`config.mk`:
```
export PLATFORM = sky130hd
export DESIGN_NAME = fft_round_sat_flat
export DESIGN_NICKNAME = d
export VERILOG_FILES = /design/src/rtl/fft_round_sat_if.sv /design/src/rtl/fft_round_sat.sv /design/src/flat_wrapper.sv
export SDC_FILE = /design/constraint.sdc
export NUM_CORES = 1
export LEC_CHECK = 0
export CAP_MARGIN = 15
export CORE_ASPECT_RATIO = 2
export CORE_MARGIN = 8
export CORE_UTILIZATION = 35
export DETAILED_ROUTE_END_ITERATION = 10
export PLACE_DENSITY = 0.53
export SLEW_MARGIN = 30
export SYNTH_ARGS = -nofsm -noshare
export SYNTH_HDL_FRONTEND = slang
export SYNTH_SLANG_ARGS = --single-unit
```
`constraint.sdc`:
```
create_clock -name clk -period 2.29 [get_ports clk]
set_input_delay 0.687 -clock clk [delete_from_list [all_inputs] [get_ports clk]]
set_output_delay 0.687 -clock clk [all_outputs]
set_load 0.02 [all_outputs]
```
`src/rtl/fft_round_sat_if.sv`:
```
// Stream bundle for fft_round_sat: input sample channel and output channel,
// each with its own valid/ready pair.
interface fft_round_sat_if #(
    parameter int IN_W    = 15,
    parameter int OUT_W   = 14,
    parameter int SHIFT_W = 3
);
    logic               in_valid;
    logic               in_ready;
    logic [IN_W-1:0]    in_re;
    logic [IN_W-1:0]    in_im;
    logic [SHIFT_W-1:0] shift_i;
    logic [1:0]         mode_i;
    logic               out_valid;
    logic               out_ready;
    logic [OUT_W-1:0]   out_re;
    logic [OUT_W-1:0]   out_im;
    logic               out_sat;

    modport slave (
        input  in_valid, in_re, in_im, shift_i, mode_i, out_ready,
        output in_ready, out_valid, out_re, out_im, out_sat
    );

    modport master (
        output in_valid, in_re, in_im, shift_i, mode_i, out_ready,
        input  in_ready, out_valid, out_re, out_im, out_sat
    );
endinterface

```
`src/rtl/fft_round_sat.sv`:
```
// Two-stage round-and-saturate for complex FFT butterfly outputs.
// Define FFT_ROUND_SAT_CNT_EN to build the saturation event counter.
module fft_round_sat #(
    parameter int IN_W      = 15,
    parameter int OUT_W     = 14,
    parameter int SHIFT_W   = 3,
    parameter int MAX_SHIFT = 4,
    parameter int CNT_W     = 16
) (
    input  logic             clk,
    input  logic             rst_n,
    fft_round_sat_if.slave   bus,
    input  logic             sat_clr,
    output logic             sat_sticky,
    output logic [CNT_W-1:0] sat_cnt
);
    localparam int RW = IN_W + 1;
    typedef logic signed [RW-1:0] rnd_t;

    localparam rnd_t MAXV = rnd_t'((2 ** (OUT_W - 1)) - 1);
    localparam rnd_t MINV = rnd_t'(-(2 ** (OUT_W - 1)));

    // Round one component; the extra MSB makes the half-up add overflow-free.
    function automatic rnd_t round_comp(
        input logic [IN_W-1:0]    x,
        input logic [SHIFT_W-1:0] s,
        input logic [1:0]         m
    );
        rnd_t xe, fl, up, half, mask, rem;
        xe   = {x[IN_W-1], x};
        fl   = xe >>> s;
        up   = fl;
        half = '0;
        mask = '0;
        rem  = '0;
        if (s != '0) begin
            half = rnd_t'(1) << (s - 1'b1);
            mask = (rnd_t'(1) << s) - rnd_t'(1);
            rem  = xe & mask;
            up   = (xe + half) >>> s;
        end
        unique case (m)
            2'b00:   round_comp = fl;
            2'b10:   round_comp = (rem == half && !fl[0]) ? fl : up;
            default: round_comp = up;
        endcase
    endfunction

    // Clamp to the signed output range; MSB of the result flags a clamp.
    function automatic logic [OUT_W:0] sat_comp(input rnd_t v);
        if (v > MAXV)
            sat_comp = {1'b1, MAXV[OUT_W-1:0]};
        else if (v < MINV)
            sat_comp = {1'b1, MINV[OUT_W-1:0]};
        else
            sat_comp = {1'b0, v[OUT_W-1:0]};
    endfunction

    logic               en;
    logic               sat_evt;
    logic [SHIFT_W-1:0] s_clamp;
    logic [OUT_W:0]     sat_re;
    logic [OUT_W:0]     sat_im;

    logic             s1_valid_q, s1_valid_d;
    rnd_t             s1_re_q, s1_re_d;
    rnd_t             s1_im_q, s1_im_d;
    logic             out_valid_q, out_valid_d;
    logic [OUT_W-1:0] out_re_q, out_re_d;
    logic [OUT_W-1:0] out_im_q, out_im_d;
    logic             out_sat_q, out_sat_d;
    logic             sat_sticky_q, sat_sticky_d;

    assign en      = !out_valid_q || bus.out_ready;
    assign sat_evt = out_valid_q && bus.out_ready && out_sat_q;
    assign s_clamp = (bus.shift_i > SHIFT_W'(MAX_SHIFT))
                   ? SHIFT_W'(MAX_SHIFT) : bus.shift_i;
    assign sat_re  = sat_comp(s1_re_q);
    assign sat_im  = sat_comp(s1_im_q);

    // Advance both stages together when the output slot is free or draining.
    always_comb begin
        s1_valid_d  = s1_valid_q;
        s1_re_d     = s1_re_q;
        s1_im_d     = s1_im_q;
        out_valid_d = out_valid_q;
        out_re_d    = out_re_q;
        out_im_d    = out_im_q;
        out_sat_d   = out_sat_q;
        if (en) begin
            s1_valid_d  = bus.in_valid;
            s1_re_d     = round_comp(bus.in_re, s_clamp, bus.mode_i);
            s1_im_d     = round_comp(bus.in_im, s_clamp, bus.mode_i);
            out_valid_d = s1_valid_q;
            out_re_d    = sat_re[OUT_W-1:0];
            out_im_d    = sat_im[OUT_W-1:0];
            out_sat_d   = sat_re[OUT_W] | sat_im[OUT_W];
        end
    end

    // Sticky saturation flag; a clear in the same cycle beats a new event.
    always_comb begin
        sat_sticky_d = sat_sticky_q;
        if (sat_clr)
            sat_sticky_d = 1'b0;
        else if (sat_evt)
            sat_sticky_d = 1'b1;
    end

    // Pipeline and flag registers.
    always_ff @(posedge clk or negedge rst_n) begin
        if (!rst_n) begin
            s1_valid_q   <= 1'b0;
            s1_re_q      <= '0;
            s1_im_q      <= '0;
            out_valid_q  <= 1'b0;
            out_re_q     <= '0;
            out_im_q     <= '0;
            out_sat_q    <= 1'b0;
            sat_sticky_q <= 1'b0;
        end else begin
            s1_valid_q   <= s1_valid_d;
            s1_re_q      <= s1_re_d;
            s1_im_q      <= s1_im_d;
            out_valid_q  <= out_valid_d;
            out_re_q     <= out_re_d;
            out_im_q     <= out_im_d;
            out_sat_q    <= out_sat_d;
            sat_sticky_q <= sat_sticky_d;
        end
    end

`ifdef FFT_ROUND_SAT_CNT_EN
    logic [CNT_W-1:0] sat_cnt_q, sat_cnt_d;

    // Event counter that parks at all-ones instead of wrapping.
    always_comb begin
        sat_cnt_d = sat_cnt_q;
        if (sat_clr)
            sat_cnt_d = '0;
        else if (sat_evt && sat_cnt_q != '1)
            sat_cnt_d = sat_cnt_q + 1'b1;
    end

    // Counter register.
    always_ff @(posedge clk or negedge rst_n) begin
        if (!rst_n)
            sat_cnt_q <= '0;
        else
            sat_cnt_q <= sat_cnt_d;
    end

    assign sat_cnt = sat_cnt_q;
`else
    assign sat_cnt = '0;
`endif

    assign bus.in_ready  = en;
    assign bus.out_valid = out_valid_q;
    assign bus.out_re    = out_re_q;
    assign bus.out_im    = out_im_q;
    assign bus.out_sat   = out_sat_q;
    assign sat_sticky    = sat_sticky_q;

endmodule

```
`src/flat_wrapper.sv`:
```
// flat-port wrapper written by rule: the top's interface ports become plain ports
module fft_round_sat_flat 
#(
    parameter int IN_W      = 15,
    parameter int OUT_W     = 14,
    parameter int SHIFT_W   = 3,
    parameter int MAX_SHIFT = 4,
    parameter int CNT_W     = 16
)
  (clk, rst_n, sat_clr, sat_sticky, sat_cnt, bus_in_valid, bus_in_re, bus_in_im, bus_shift_i, bus_mode_i, bus_out_ready, bus_in_ready, bus_out_valid, bus_out_re, bus_out_im, bus_out_sat);
  fft_round_sat_if #(.IN_W(IN_W), .OUT_W(OUT_W), .SHIFT_W(SHIFT_W)) bus_i ();
  input  logic clk;
  input  logic rst_n;
  input  logic sat_clr;
  output logic sat_sticky;
  output logic [CNT_W-1:0] sat_cnt;
  input wire logic [$bits(bus_i.in_valid)-1:0] bus_in_valid;
  input wire logic [$bits(bus_i.in_re)-1:0] bus_in_re;
  input wire logic [$bits(bus_i.in_im)-1:0] bus_in_im;
  input wire logic [$bits(bus_i.shift_i)-1:0] bus_shift_i;
  input wire logic [$bits(bus_i.mode_i)-1:0] bus_mode_i;
  input wire logic [$bits(bus_i.out_ready)-1:0] bus_out_ready;
  output wire logic [$bits(bus_i.in_ready)-1:0] bus_in_ready;
  output wire logic [$bits(bus_i.out_valid)-1:0] bus_out_valid;
  output wire logic [$bits(bus_i.out_re)-1:0] bus_out_re;
  output wire logic [$bits(bus_i.out_im)-1:0] bus_out_im;
  output wire logic [$bits(bus_i.out_sat)-1:0] bus_out_sat;
  assign bus_i.in_valid = bus_in_valid;
  assign bus_i.in_re = bus_in_re;
  assign bus_i.in_im = bus_in_im;
  assign bus_i.shift_i = bus_shift_i;
  assign bus_i.mode_i = bus_mode_i;
  assign bus_i.out_ready = bus_out_ready;
  assign bus_in_ready = bus_i.in_ready;
  assign bus_out_valid = bus_i.out_valid;
  assign bus_out_re = bus_i.out_re;
  assign bus_out_im = bus_i.out_im;
  assign bus_out_sat = bus_i.out_sat;
  fft_round_sat #(.IN_W(IN_W), .OUT_W(OUT_W), .SHIFT_W(SHIFT_W), .MAX_SHIFT(MAX_SHIFT), .CNT_W(CNT_W)) u_core (.clk(clk), .rst_n(rst_n), .bus(bus_i), .sat_clr(sat_clr), .sat_sticky(sat_sticky), .sat_cnt(sat_cnt));
endmodule
```
==> results of run 1 <==
cell families (layout without fill, tap and decap cells):
group | after synthesis | in the layout | synth area share [%]
and+or+nand+nor | 383 | 383 | 23.74
AOI/OAI and AO/OA | 346 | 346 | 33.60
buffers and inverters | 127 | 348 | 8.333
DFF | 64 | 64 | 22.65
muxes | 35 | 35 | 6.511
xor gates and xnor gates | 28 | 28 | 3.468
adders and majority gates | 9 | 9 | 1.592
other | 2 | 20 | 0.1062
layout by cell type, fill, tap and decap left out, types with 6 or more instances in the layout:
cell type / count
sky130_fd_sc_hd__nand3_1: 17
sky130_fd_sc_hd__xor2_1: 7
sky130_fd_sc_hd__o21ai_0: 56
sky130_fd_sc_hd__conb_1: 20
sky130_fd_sc_hd__nand4_1: 8
sky130_fd_sc_hd__clkdlybuf4s50_1: 58
sky130_fd_sc_hd__a21oi_1: 73
sky130_fd_sc_hd__mux4_2: 8
sky130_fd_sc_hd__o21ai_1: 14
sky130_fd_sc_hd__dlygate4sd2_1: 7
sky130_fd_sc_hd__a21oi_2: 10
sky130_fd_sc_hd__a211oi_1: 13
sky130_fd_sc_hd__nand2_1: 141
sky130_fd_sc_hd__xnor2_1: 10
sky130_fd_sc_hd__and3_1: 6
sky130_fd_sc_hd__o22ai_1: 11
sky130_fd_sc_hd__buf_4: 218
sky130_fd_sc_hd__a31oi_1: 13
sky130_fd_sc_hd__a21o_1: 11
sky130_fd_sc_hd__nand2b_1: 6
sky130_fd_sc_hd__buf_12: 10
sky130_fd_sc_hd__inv_1: 11
sky130_fd_sc_hd__dfrtp_1: 64
sky130_fd_sc_hd__o31ai_1: 6
sky130_fd_sc_hd__o21ai_2: 6
sky130_fd_sc_hd__clkbuf_16: 9
sky130_fd_sc_hd__o211ai_1: 16
sky130_fd_sc_hd__mux2i_1: 22
sky130_fd_sc_hd__a211o_1: 6
sky130_fd_sc_hd__buf_6: 22
sky130_fd_sc_hd__nor3_1: 8
sky130_fd_sc_hd__nor2_1: 129
sky130_fd_sc_hd__nor2b_1: 7
sky130_fd_sc_hd__or3_1: 10
sky130_fd_sc_hd__a211oi_2: 9
state kept, by name, indices dropped and copies added, names as in the netlist:
signal and flops:
u_core.bus.out_im 14, u_core.bus.out_re 14, u_core.bus.out_sat 1, u_core.bus.out_valid 1
u_core.s1_im_q 16, u_core.s1_re_q 16, u_core.s1_valid_q 1, u_core.sat_sticky 1
final cells by class:
cell class | instances | area share, %
Multi-Input combinational cell | 821 | 53.07
Timing Repair Buffer | 319 | 25.43
Sequential cell | 64 | 14.70
Tap cell | 262 | 3.010
Clock buffer | 11 | 2.321
Clock inverter | 3 | 0.8271
Inverter | 15 | 0.6318
cell usage after synthesis, types with 14 or more instances:
cell type	count	area [um2]
sky130_fd_sc_hd__buf_2	21	105.1
sky130_fd_sc_hd__inv_1	14	52.55
sky130_fd_sc_hd__clkbuf_1	61	229.0
sky130_fd_sc_hd__nand2_1	148	555.5
sky130_fd_sc_hd__a211oi_1	23	172.7
sky130_fd_sc_hd__dfrtp_1	64	1602
sky130_fd_sc_hd__nor2_1	136	510.5
sky130_fd_sc_hd__buf_4	21	157.7
sky130_fd_sc_hd__xnor2_1	16	140.1
sky130_fd_sc_hd__a31oi_1	15	93.84
sky130_fd_sc_hd__nand3_1	18	90.09
sky130_fd_sc_hd__mux2i_1	22	220.2
sky130_fd_sc_hd__o211ai_1	16	120.1
sky130_fd_sc_hd__o21ai_0	72	360.4
sky130_fd_sc_hd__a21oi_1	83	415.4
report_power, final:
group	internal, mW	switching, mW	total (mW)
logic	1.27	1.48	2.75
clock network	1.11	0.480	1.59
registers	1.39	0.212	1.60
per-layer routing:
metal / GRT usage [%] / wire length, um / share of wire, % / up-vias
li1: - / - / - / 4050
met1: 27.03 / 11440 / 39 / 4096
met2: 42.14 / 15450 / 52 / 290
met3: 1.664 / 1309 / 4.4 / 88
met4: 10.36 / 1409 / 4.8 / 0
met5: 0 / 0 / 0 / -
metrics by stage:
step / hold WS [ps] / power, mW / util (%)
after floorplan: 391.4 / 3.022 / -
after detailed placement: 452.9 / 4.123 / 48.01
after CTS: 331.5 / 5.888 / 52.95
after global routing: 349.1 / 6.274 / 54.95
final: 321.6 / 5.941 / 54.95
after global placement: 442.6 / 4.096 / 48.01
worst max path at each step:
stage | from | end | cells after the start
after floorplan | bus_shift_i[2] | u_core.s1_im_q[7]$_DFFE_PN0P_ | 15
after global placement | bus_shift_i[1] | u_core.s1_re_q[2]$_DFFE_PN0P_ | 16
after detailed placement | bus_shift_i[1] | u_core.s1_re_q[7]$_DFFE_PN0P_ | 15
after CTS | bus_shift_i[1] | u_core.s1_im_q[7]$_DFFE_PN0P_ | 14
after global routing | bus_shift_i[1] | u_core.s1_im_q[7]$_DFFE_PN0P_ | 14
final | bus_shift_i[2] | u_core.s1_im_q[7]$_DFFE_PN0P_ | 14
worst max-delay path, cell delays in order:
cell                        delay (ps)
sky130_fd_sc_hd__buf_12            110
sky130_fd_sc_hd__buf_6             110
sky130_fd_sc_hd__nand2b_4          160
sky130_fd_sc_hd__nand2_8            90
sky130_fd_sc_hd__xnor2_4           120
sky130_fd_sc_hd__ha_4              180
sky130_fd_sc_hd__nand3b_1          160
sky130_fd_sc_hd__a2111oi_4         330
sky130_fd_sc_hd__buf_4             210
sky130_fd_sc_hd__nor3_4             60
sky130_fd_sc_hd__xnor2_2           150
sky130_fd_sc_hd__a211o_1           290
sky130_fd_sc_hd__a31o_1            190
sky130_fd_sc_hd__a221o_1           310
repair_timing:
item                                    4_1_cts  5_1_grt
endpoints found under the setup margin       33       32
pin swaps                                    53       49
gates resized for setup                     121       69
setup buffers                                22       16
==> flow_summary.ini, run 1 <==
[outcome]
outcome = complete, but fails checks
failed_checks = negative setup slack

[power]
leakagePower_nw = 4.621
power_density_nw_per_um2 = 545.4
vdd.ir_drop.worst_uv = 326.5

[final_layout]
total_area_of_multi_input_combinational_cells_um2 = 5781
final_cell_area_um2 = 10890
area.growth.synth_to_final_pct = 54.02
antennaDiodeCount = 0
drive_above_1_share_pct = 33.41
ff_latch_area_um2 = 1602
fillers = 1897
finalNetCount = 1279
post_layout_nonfiller_instances = 1495

[placement]
post-place-ws_ps = -1642
placed_cells_incl_taps = 1448
dp.final_hpwl_mm = 22.72
placed_area_um2 = 9515
numPortBuffers = 71
gp_routability_congestion = 0.9690

[die]
fp.dieW_um = 116.5
count_of_boundary_i_o_pins = 88
die_h_um = 217.0
core-area_um2 = 19820
die_area_um2 = 25290
row_count = 73
floorplan.initialDensity_pct = 35.68

[synthesis]
synthesis.instances = 994
syn_area_um2 = 7072
synthesis.area_per_instance_um2 = 7.114
synth.ff_latch_count = 64
yosys_most_used_dff = sky130_fd_sc_hd__dfrtp_1
yosysSeqAreaShare_pct = 22.65
yosysWarnings = 0
count_of_different_cell_masters_after_synthesis = 88
synth-edff-count = 0
postSynth.asyncResetShare_pct = 100.0

[critical_path]
worstSetupPathType = in -> reg
crit_required_ps = 2500
worst_r2r_startpoint = u_core.bus.out_valid$_DFFE_PN0P_
critPathLaunchType = primary input
worstReg2RegEnd = u_core.s1_re_q[5]$_DFFE_PN0P_
critical_path.max_fanout = 6
worst_ep_arrival_time_ps = 3160
cp-end-kind = register
worstRegToRegCells = 8
register_to_register_setup_slack_ps = 330

[global_route]
grt_residual_overflow = 0
grt_pass1_vias = 8252
gr-usage-all-layers_pct = 23.33
grt_pass1_wl_mm = 46.18
grt_start_max_net_pins = 50
antenna_found_initial = 0

[clock_network]
cts-htree-levels = 3
clockBufferDepth = 2
numClockSinks = 64
cts_tree = done
clk_pin_slew_worst_paths_ps = 60
clk_root_buffer_cell = sky130_fd_sc_hd__clkbuf_16
numCtsBuffers = 9
cts_stage_hold_buffer_count = 0
clock_network_latency_to_the_later_pin_of_the_worst_skew_pair_ps = 320

[route]
routedWlPerCell_um = 19.80
drt_pre_antenna_iters = 5
drc_markers = 0
antenna_left = 0
dr_total_vias = 8524
postRouteWirelength_mm = 29.60
iteration_0_drc_count_of_the_detailed_router = 669
via_per_inst = 5.702

[timing]
slew_headroom_pct = 63.71
min_period_ps = 2955
grt_setup_unrepaired = true
hold_violations = 0
setup-tns-final_ps = -15930
fin_crit_sh_pct = 129.0
timing.final.setup_violations = 32
timing.fmax_mhz = 338.4
worst_pin_slew_ps = 540.5
fin_worst_skew_ps = 9.821
timing_max_transition_violations_final = 0
setup_slack_ps = -664.8

[flow_run]
cap_viol_max_count = 0

[min_path]
hold_path.class = in -> async
(Power assumes the default switching activity.)
==> inputs of run 2 (changes only) <==
--- a/config.mk
+++ b/config.mk
@@ -7,7 +7,7 @@
 export LEC_CHECK = 0
 export CAP_MARGIN = 15
 export CORE_ASPECT_RATIO = 2
-export CORE_MARGIN = 8
+export CORE_MARGIN = 5
 export CORE_UTILIZATION = 35
 export DETAILED_ROUTE_END_ITERATION = 10
 export PLACE_DENSITY = 0.53
==> flow_summary.ini, run 2 (synthesis results as in run 1) <==
[power]
power.switching_fraction_pct = 38.34
power_density_nw_per_um2 = 525.2
p_switching_mw = 2.169
p_int_mw = 3.488
p_clk_share_pct = 24.0
leakagePower_nw = 4.516
vdd.ir_drop.worst_uv = 433.9
power.sequential.fraction_pct = 28.7
total_power_mw = 5.658
power.share.combinational_pct = 47.3

[final_layout]
post_layout_nonfiller_instances = 1486
fillers = 1975
final_cell_area_um2 = 10770
layout.core_utilization_pct = 54.10
final_common_cell = sky130_fd_sc_hd__buf_4
antennaDiodeCount = 0
finalNetCount = 1269
final_cell_mix = sky130_fd_sc_hd__buf_4, sky130_fd_sc_hd__nand2_1, sky130_fd_sc_hd__nor2_1
drive_above_1_share_pct = 32.60
area.growth.synth_to_final_pct = 52.34
largestRegisters = u_core.s1_im_q: 16 flops, u_core.s1_re_q: 16 flops

[min_path]
hold_path.class = in -> async

[timing]
setup-tns-final_ps = -14250
fin_crit_sh_pct = 126.5
hold_violations = 0
timing_max_transition_violations_final = 0
timing.final.setup_violations = 32
fin_worst_skew_ps = 3.292
fin_worst_hold_slack_ps = 294.8
slew_headroom_pct = 47.85
worst_pin_slew_ps = 782.3
timing.fmax_mhz = 345.1
grt_setup_unrepaired = true
setup_slack_ps = -607.6
min_period_ps = 2898

[critical_path]
cp-end-kind = register
critical_path.max_fanout = 5
cells_along_the_critical_path = buf_6 -> buf_6 -> buf_6 -> nor2_4 -> xnor2_2 -> ha_4 -> o21ai_2 -> a211o_1 -> buf_4 -> a211o_4 -> a21oi_4 -> xor2_1 -> a2111oi_2 -> a21oi_1
family_with_the_most_delay_on_the_worst_path = compound AO/OA/AOI/OAI gates
worst_ep_arrival_time_ps = 3100
critPathBufInv = 4
critPathMostFrequentCell = sky130_fd_sc_hd__buf_6
crit_required_ps = 2490
cpPeakStageDelay_ps = 370
worstSetupPathType = in -> reg
cp_slowest_cell = sky130_fd_sc_hd__a211o_4
critPathLaunchType = primary input

[route]
via_per_inst = 5.715
postRouteWirelength_mm = 29.25
drc_markers = 0
iteration_0_drc_count_of_the_detailed_router = 711
dr_total_vias = 8493
routedWlPerCell_um = 19.69
drt_pre_antenna_iters = 5
antenna_left = 0

[clock_network]
clock_network_latency_to_the_later_pin_of_the_worst_skew_pair_ps = 330
cts_stage_hold_buffer_count = 0
cts_tree = done
clk_pin_slew_worst_paths_ps = 50
clk_root_buffer_cell = sky130_fd_sc_hd__clkbuf_16
clockBufferDepth = 2
numCtsBuffers = 9
numClockSinks = 64
cts-htree-levels = 3

[die]
die_h_um = 211.0
row_count = 73
floorplan.initialDensity_pct = 35.52
fp.dieW_um = 110.5
die_area_um2 = 23320
count_of_boundary_i_o_pins = 88
core-area_um2 = 19910

[placement]
gp_routability_congestion = 0.9929
dp.final_hpwl_mm = 22.57
placed_cells_incl_taps = 1443
post-place-ws_ps = -1511
numPortBuffers = 71
placed_area_um2 = 9465

[global_route]
antenna_found_initial = 0
grt_pass1_wl_mm = 45.24
grt_residual_overflow = 0
grt_start_max_net_pins = 38
gr-usage-all-layers_pct = 24.19
grt_pass1_vias = 8326

[outcome]
failed_checks = negative setup slack
outcome = complete, but fails checks

[flow_run]
cap_viol_max_count = 0
run 2: cell types whose count changed in the layout (fill, tap and decap cells not counted), moves of 4 or more:
cell / delta
sky130_fd_sc_hd__buf_4: -13
sky130_fd_sc_hd__buf_6: +8
sky130_fd_sc_hd__buf_12: -4
sky130_fd_sc_hd__o31ai_2: -4
sky130_fd_sc_hd__o21ai_0: -4
sky130_fd_sc_hd__o21ai_1: +4
run 2: what timing repair did:
action / 4_1_cts / 5_1_grt
buffers inserted: 19 / 11
resized for setup: 131 / 62
pin swaps: 51 / 48
setup endpoints to repair: 33 / 32
run 2: power groups by stage:
stage / Clock, mW / Combinational [mW] / Sequential [mW]
global route: 1.45 / 2.89 / 1.67
global placement: 0 / 2.43 / 1.64
CTS: 1.39 / 2.58 / 1.63
floorplan: 0 / 1.30 / 1.72
detailed placement: 0 / 2.44 / 1.65
finish: 1.36 / 2.68 / 1.62
run 2: final cells by class:
| class | instances | area, um2 | area share [%] |
|---|---|---|---|
| Clock buffer | 12 | 246.5 | 2.288 |
| Clock inverter | 3 | 42.54 | 0.3949 |
| Inverter | 15 | 68.82 | 0.6388 |
| Multi-Input combinational cell | 821 | 5822 | 54.04 |
| Sequential cell | 64 | 1602 | 14.87 |
| Tap cell | 262 | 327.8 | 3.043 |
| Timing Repair Buffer | 309 | 2664 | 24.73 |
run 2: worst reg2reg max path: stages, from the launching register on:
cell and delay [ps]:
sky130_fd_sc_hd__dfrtp_1 400, sky130_fd_sc_hd__nor2b_4 150, sky130_fd_sc_hd__buf_4 160, sky130_fd_sc_hd__nor2_1 140
sky130_fd_sc_hd__buf_4 160, sky130_fd_sc_hd__o31ai_1 80, sky130_fd_sc_hd__nor3_1 220, sky130_fd_sc_hd__o221a_1 210
sky130_fd_sc_hd__a211o_1 120
run 2: metal layers:
metal	track usage, %	wire, um	share of wire (%)	vias to the layer above
met3	1.978	1434	4.9	98
met4	13.90	1617	5.5	0
li1	-	-	-	4044
met5	0	0	0	-
met1	26.88	10810	37	3984
met2	44.78	15390	53	367
run 2: final timing paths:
path,startpoint,end,slack (ps),depth (start not counted)
hold / removal,rst_n,u_core.bus.out_im[7]$_DFFE_PN0P_,290,1
setup reg to reg,u_core.bus.out_valid$_DFFE_PN0P_,u_core.s1_im_q[6]$_DFFE_PN0P_,600,8
max in group asynchronous,rst_n,u_core.s1_re_q[3]$_DFFE_PN0P_,1310,3
min in group clk,u_core.s1_valid_q$_DFFE_PN0P_,u_core.s1_valid_q$_DFFE_PN0P_,470,2
setup / recovery,bus_shift_i[0],u_core.s1_re_q[11]$_DFFE_PN0P_,-610,14
hold reg to reg,u_core.s1_valid_q$_DFFE_PN0P_,u_core.s1_valid_q$_DFFE_PN0P_,470,2
==> inputs of run 3 (changes only) <==
--- a/config.mk
+++ b/config.mk
@@ -15,3 +15,4 @@
 export SYNTH_ARGS = -nofsm -noshare
 export SYNTH_HDL_FRONTEND = slang
 export SYNTH_SLANG_ARGS = --single-unit
+export TNS_END_PERCENT = 10
==> constraint.sdc (replaced) <==
create_clock -name clk -period 3.59 [get_ports clk]
set_input_delay 1.077 -clock clk [delete_from_list [all_inputs] [get_ports clk]]
set_output_delay 1.077 -clock clk [all_outputs]
set_load 0.02 [all_outputs]
==> flow_summary.ini, run 3 (synthesis results as in run 1) <==
[timing]
hold_violations = 0
min_period_ps = 3429
setup-tns-final_ps = 0
fin_worst_skew_ps = 5.358
timing.final.setup_violations = 0
slew_headroom_pct = 45.53
timing_max_transition_violations_final = 0
fin_crit_sh_pct = 95.50
worst_pin_slew_ps = 817.1
timing.fmax_mhz = 291.7
setup_slack_ps = 161.4
fin_worst_hold_slack_ps = 458.9

[final_layout]
drive_above_1_share_pct = 20.23
antennaDiodeCount = 0
final_cell_mix = sky130_fd_sc_hd__buf_4, sky130_fd_sc_hd__nand2_1, sky130_fd_sc_hd__nor2_1
fillers = 2098
ff_latch_area_um2 = 1602
largestRegisters = u_core.s1_im_q: 16 flops, u_core.s1_re_q: 16 flops
total_area_of_multi_input_combinational_cells_um2 = 5218
finalNetCount = 1183
final_common_cell = sky130_fd_sc_hd__buf_4
post_layout_nonfiller_instances = 1399
area.growth.synth_to_final_pct = 32.15

[clock_network]
clock_network_latency_to_the_later_pin_of_the_worst_skew_pair_ps = 320
cts_tree = done
clk_pin_slew_worst_paths_ps = 50
cts-htree-levels = 3
clk_root_buffer_cell = sky130_fd_sc_hd__clkbuf_16
clockBufferDepth = 2
numCtsBuffers = 9
numClockSinks = 64

[die]
die_area_um2 = 23320
fp.dieW_um = 110.5
row_count = 73
core-area_um2 = 19910
floorplan.initialDensity_pct = 35.52
die_h_um = 211.0
count_of_boundary_i_o_pins = 88

[global_route]
grt_pass1_vias = 7875
gr-usage-all-layers_pct = 23.05
grt_pass1_wl_mm = 43.11
antenna_found_initial = 0
grt_residual_overflow = 0
grt_start_max_net_pins = 49

[power]
leakagePower_nw = 3.914
p_int_mw = 2.035
power.switching_fraction_pct = 38.77
p_clk_share_pct = 23.1
vdd.ir_drop.worst_uv = 293.7
total_power_mw = 3.324
p_switching_mw = 1.288
power.sequential.fraction_pct = 31.6
power.share.combinational_pct = 45.3
power_density_nw_per_um2 = 355.6

[placement]
dp.final_hpwl_mm = 21.34
post-place-ws_ps = -546.4
numPortBuffers = 71
gp_routability_congestion = 0.9986
placed_cells_incl_taps = 1384

[critical_path]
crit_required_ps = 3780
worstSetupPathType = in -> reg
critical_path.max_fanout = 7
critPathLaunchType = primary input
worst_ep_arrival_time_ps = 3620
cp-end-kind = register

[route]
routedWlPerCell_um = 19.72
iteration_0_drc_count_of_the_detailed_router = 694
drc_markers = 0
antenna_left = 0
drt_pre_antenna_iters = 6
via_per_inst = 5.838
postRouteWirelength_mm = 27.58
dr_total_vias = 8167

[flow_run]
cap_viol_max_count = 0

[min_path]
hold_path.class = reg -> reg

[outcome]
outcome = finished clean
run 3: path summary, 6_finish.rpt:
path | from | endpoint | slack [ps] | cells after the start
max | bus_shift_i[1] | u_core.s1_re_q[7]$_DFFE_PN0P_ | 160 | 13
min | u_core.s1_valid_q$_DFFE_PN0P_ | u_core.s1_valid_q$_DFFE_PN0P_ | 460 | 2
max reg2reg | u_core.bus.out_valid$_DFFE_PN0P_ | u_core.s1_re_q[11]$_DFFE_PN0P_ | 1500 | 7
min reg2reg | u_core.s1_valid_q$_DFFE_PN0P_ | u_core.s1_valid_q$_DFFE_PN0P_ | 460 | 2
max in group asynchronous | rst_n | u_core.s1_re_q[0]$_DFFE_PN0P_ | 2210 | 2
min in group asynchronous | rst_n | u_core.bus.out_im[7]$_DFFE_PN0P_ | 690 | 1
run 3: cell type report:
type	instances	area share (%)
clock inverters	1	0.05355
well taps	262	3.508
repair buffers	223	20.06
clock buffers	13	2.678
inverters	15	0.7364
multi-input cells	821	55.83
flip-flops and latches	64	17.14
run 3: timing repair:
action / in CTS / in global routing
setup buffers: 1 / 0
resized for setup: 11 / 10
endpoints found under the setup margin: 23 / 11
hold buffers: 0 / 0
endpoints found under the hold margin: 0 / 0
pin swaps: 5 / 3
run 3: power groups by stage:
stage / Sequential, mW / Clock [mW] / Combinational (mW)
detailed placement: 1.07 / 0 / 1.47
global route: 1.08 / 0.814 / 1.63
floorplan: 1.10 / 0 / 0.824
global placement: 1.06 / 0 / 1.47
finish: 1.05 / 0.767 / 1.51
CTS: 1.06 / 0.785 / 1.49
run 3: worst max-delay path: stages:
cell	delay, ps
sky130_fd_sc_hd__clkdlybuf4s15_1	220
sky130_fd_sc_hd__nand2b_1	70
sky130_fd_sc_hd__buf_4	160
sky130_fd_sc_hd__nor2_4	160
sky130_fd_sc_hd__xnor2_2	150
sky130_fd_sc_hd__ha_4	190
sky130_fd_sc_hd__o21ai_2	60
sky130_fd_sc_hd__a211o_1	370
sky130_fd_sc_hd__a211o_1	360
sky130_fd_sc_hd__nand2_2	160
sky130_fd_sc_hd__xor2_4	120
sky130_fd_sc_hd__a2111oi_4	410
sky130_fd_sc_hd__a21oi_1	110
run 3: metrics by stage:
step | cell area (um2) | util [%]
after global placement | 8969 | 45.04
after detailed placement | 8969 | 45.04
after floorplan | 7388 | -
after CTS | 9280 | 46.61
after global routing | 9345 | 46.93
final | 9345 | 46.93
run 3: layer usage:
| metal | up-vias | GRT usage (%) | share of wire, % |
|---|---|---|---|
| met1 | 3819 | 25.41 | 37 |
| li1 | 3859 | - | - |
| met5 | - | 0 | 0 |
| met4 | 0 | 15.99 | 7.2 |
| met2 | 359 | 40.69 | 51 |
| met3 | 130 | 3.068 | 5.3 |
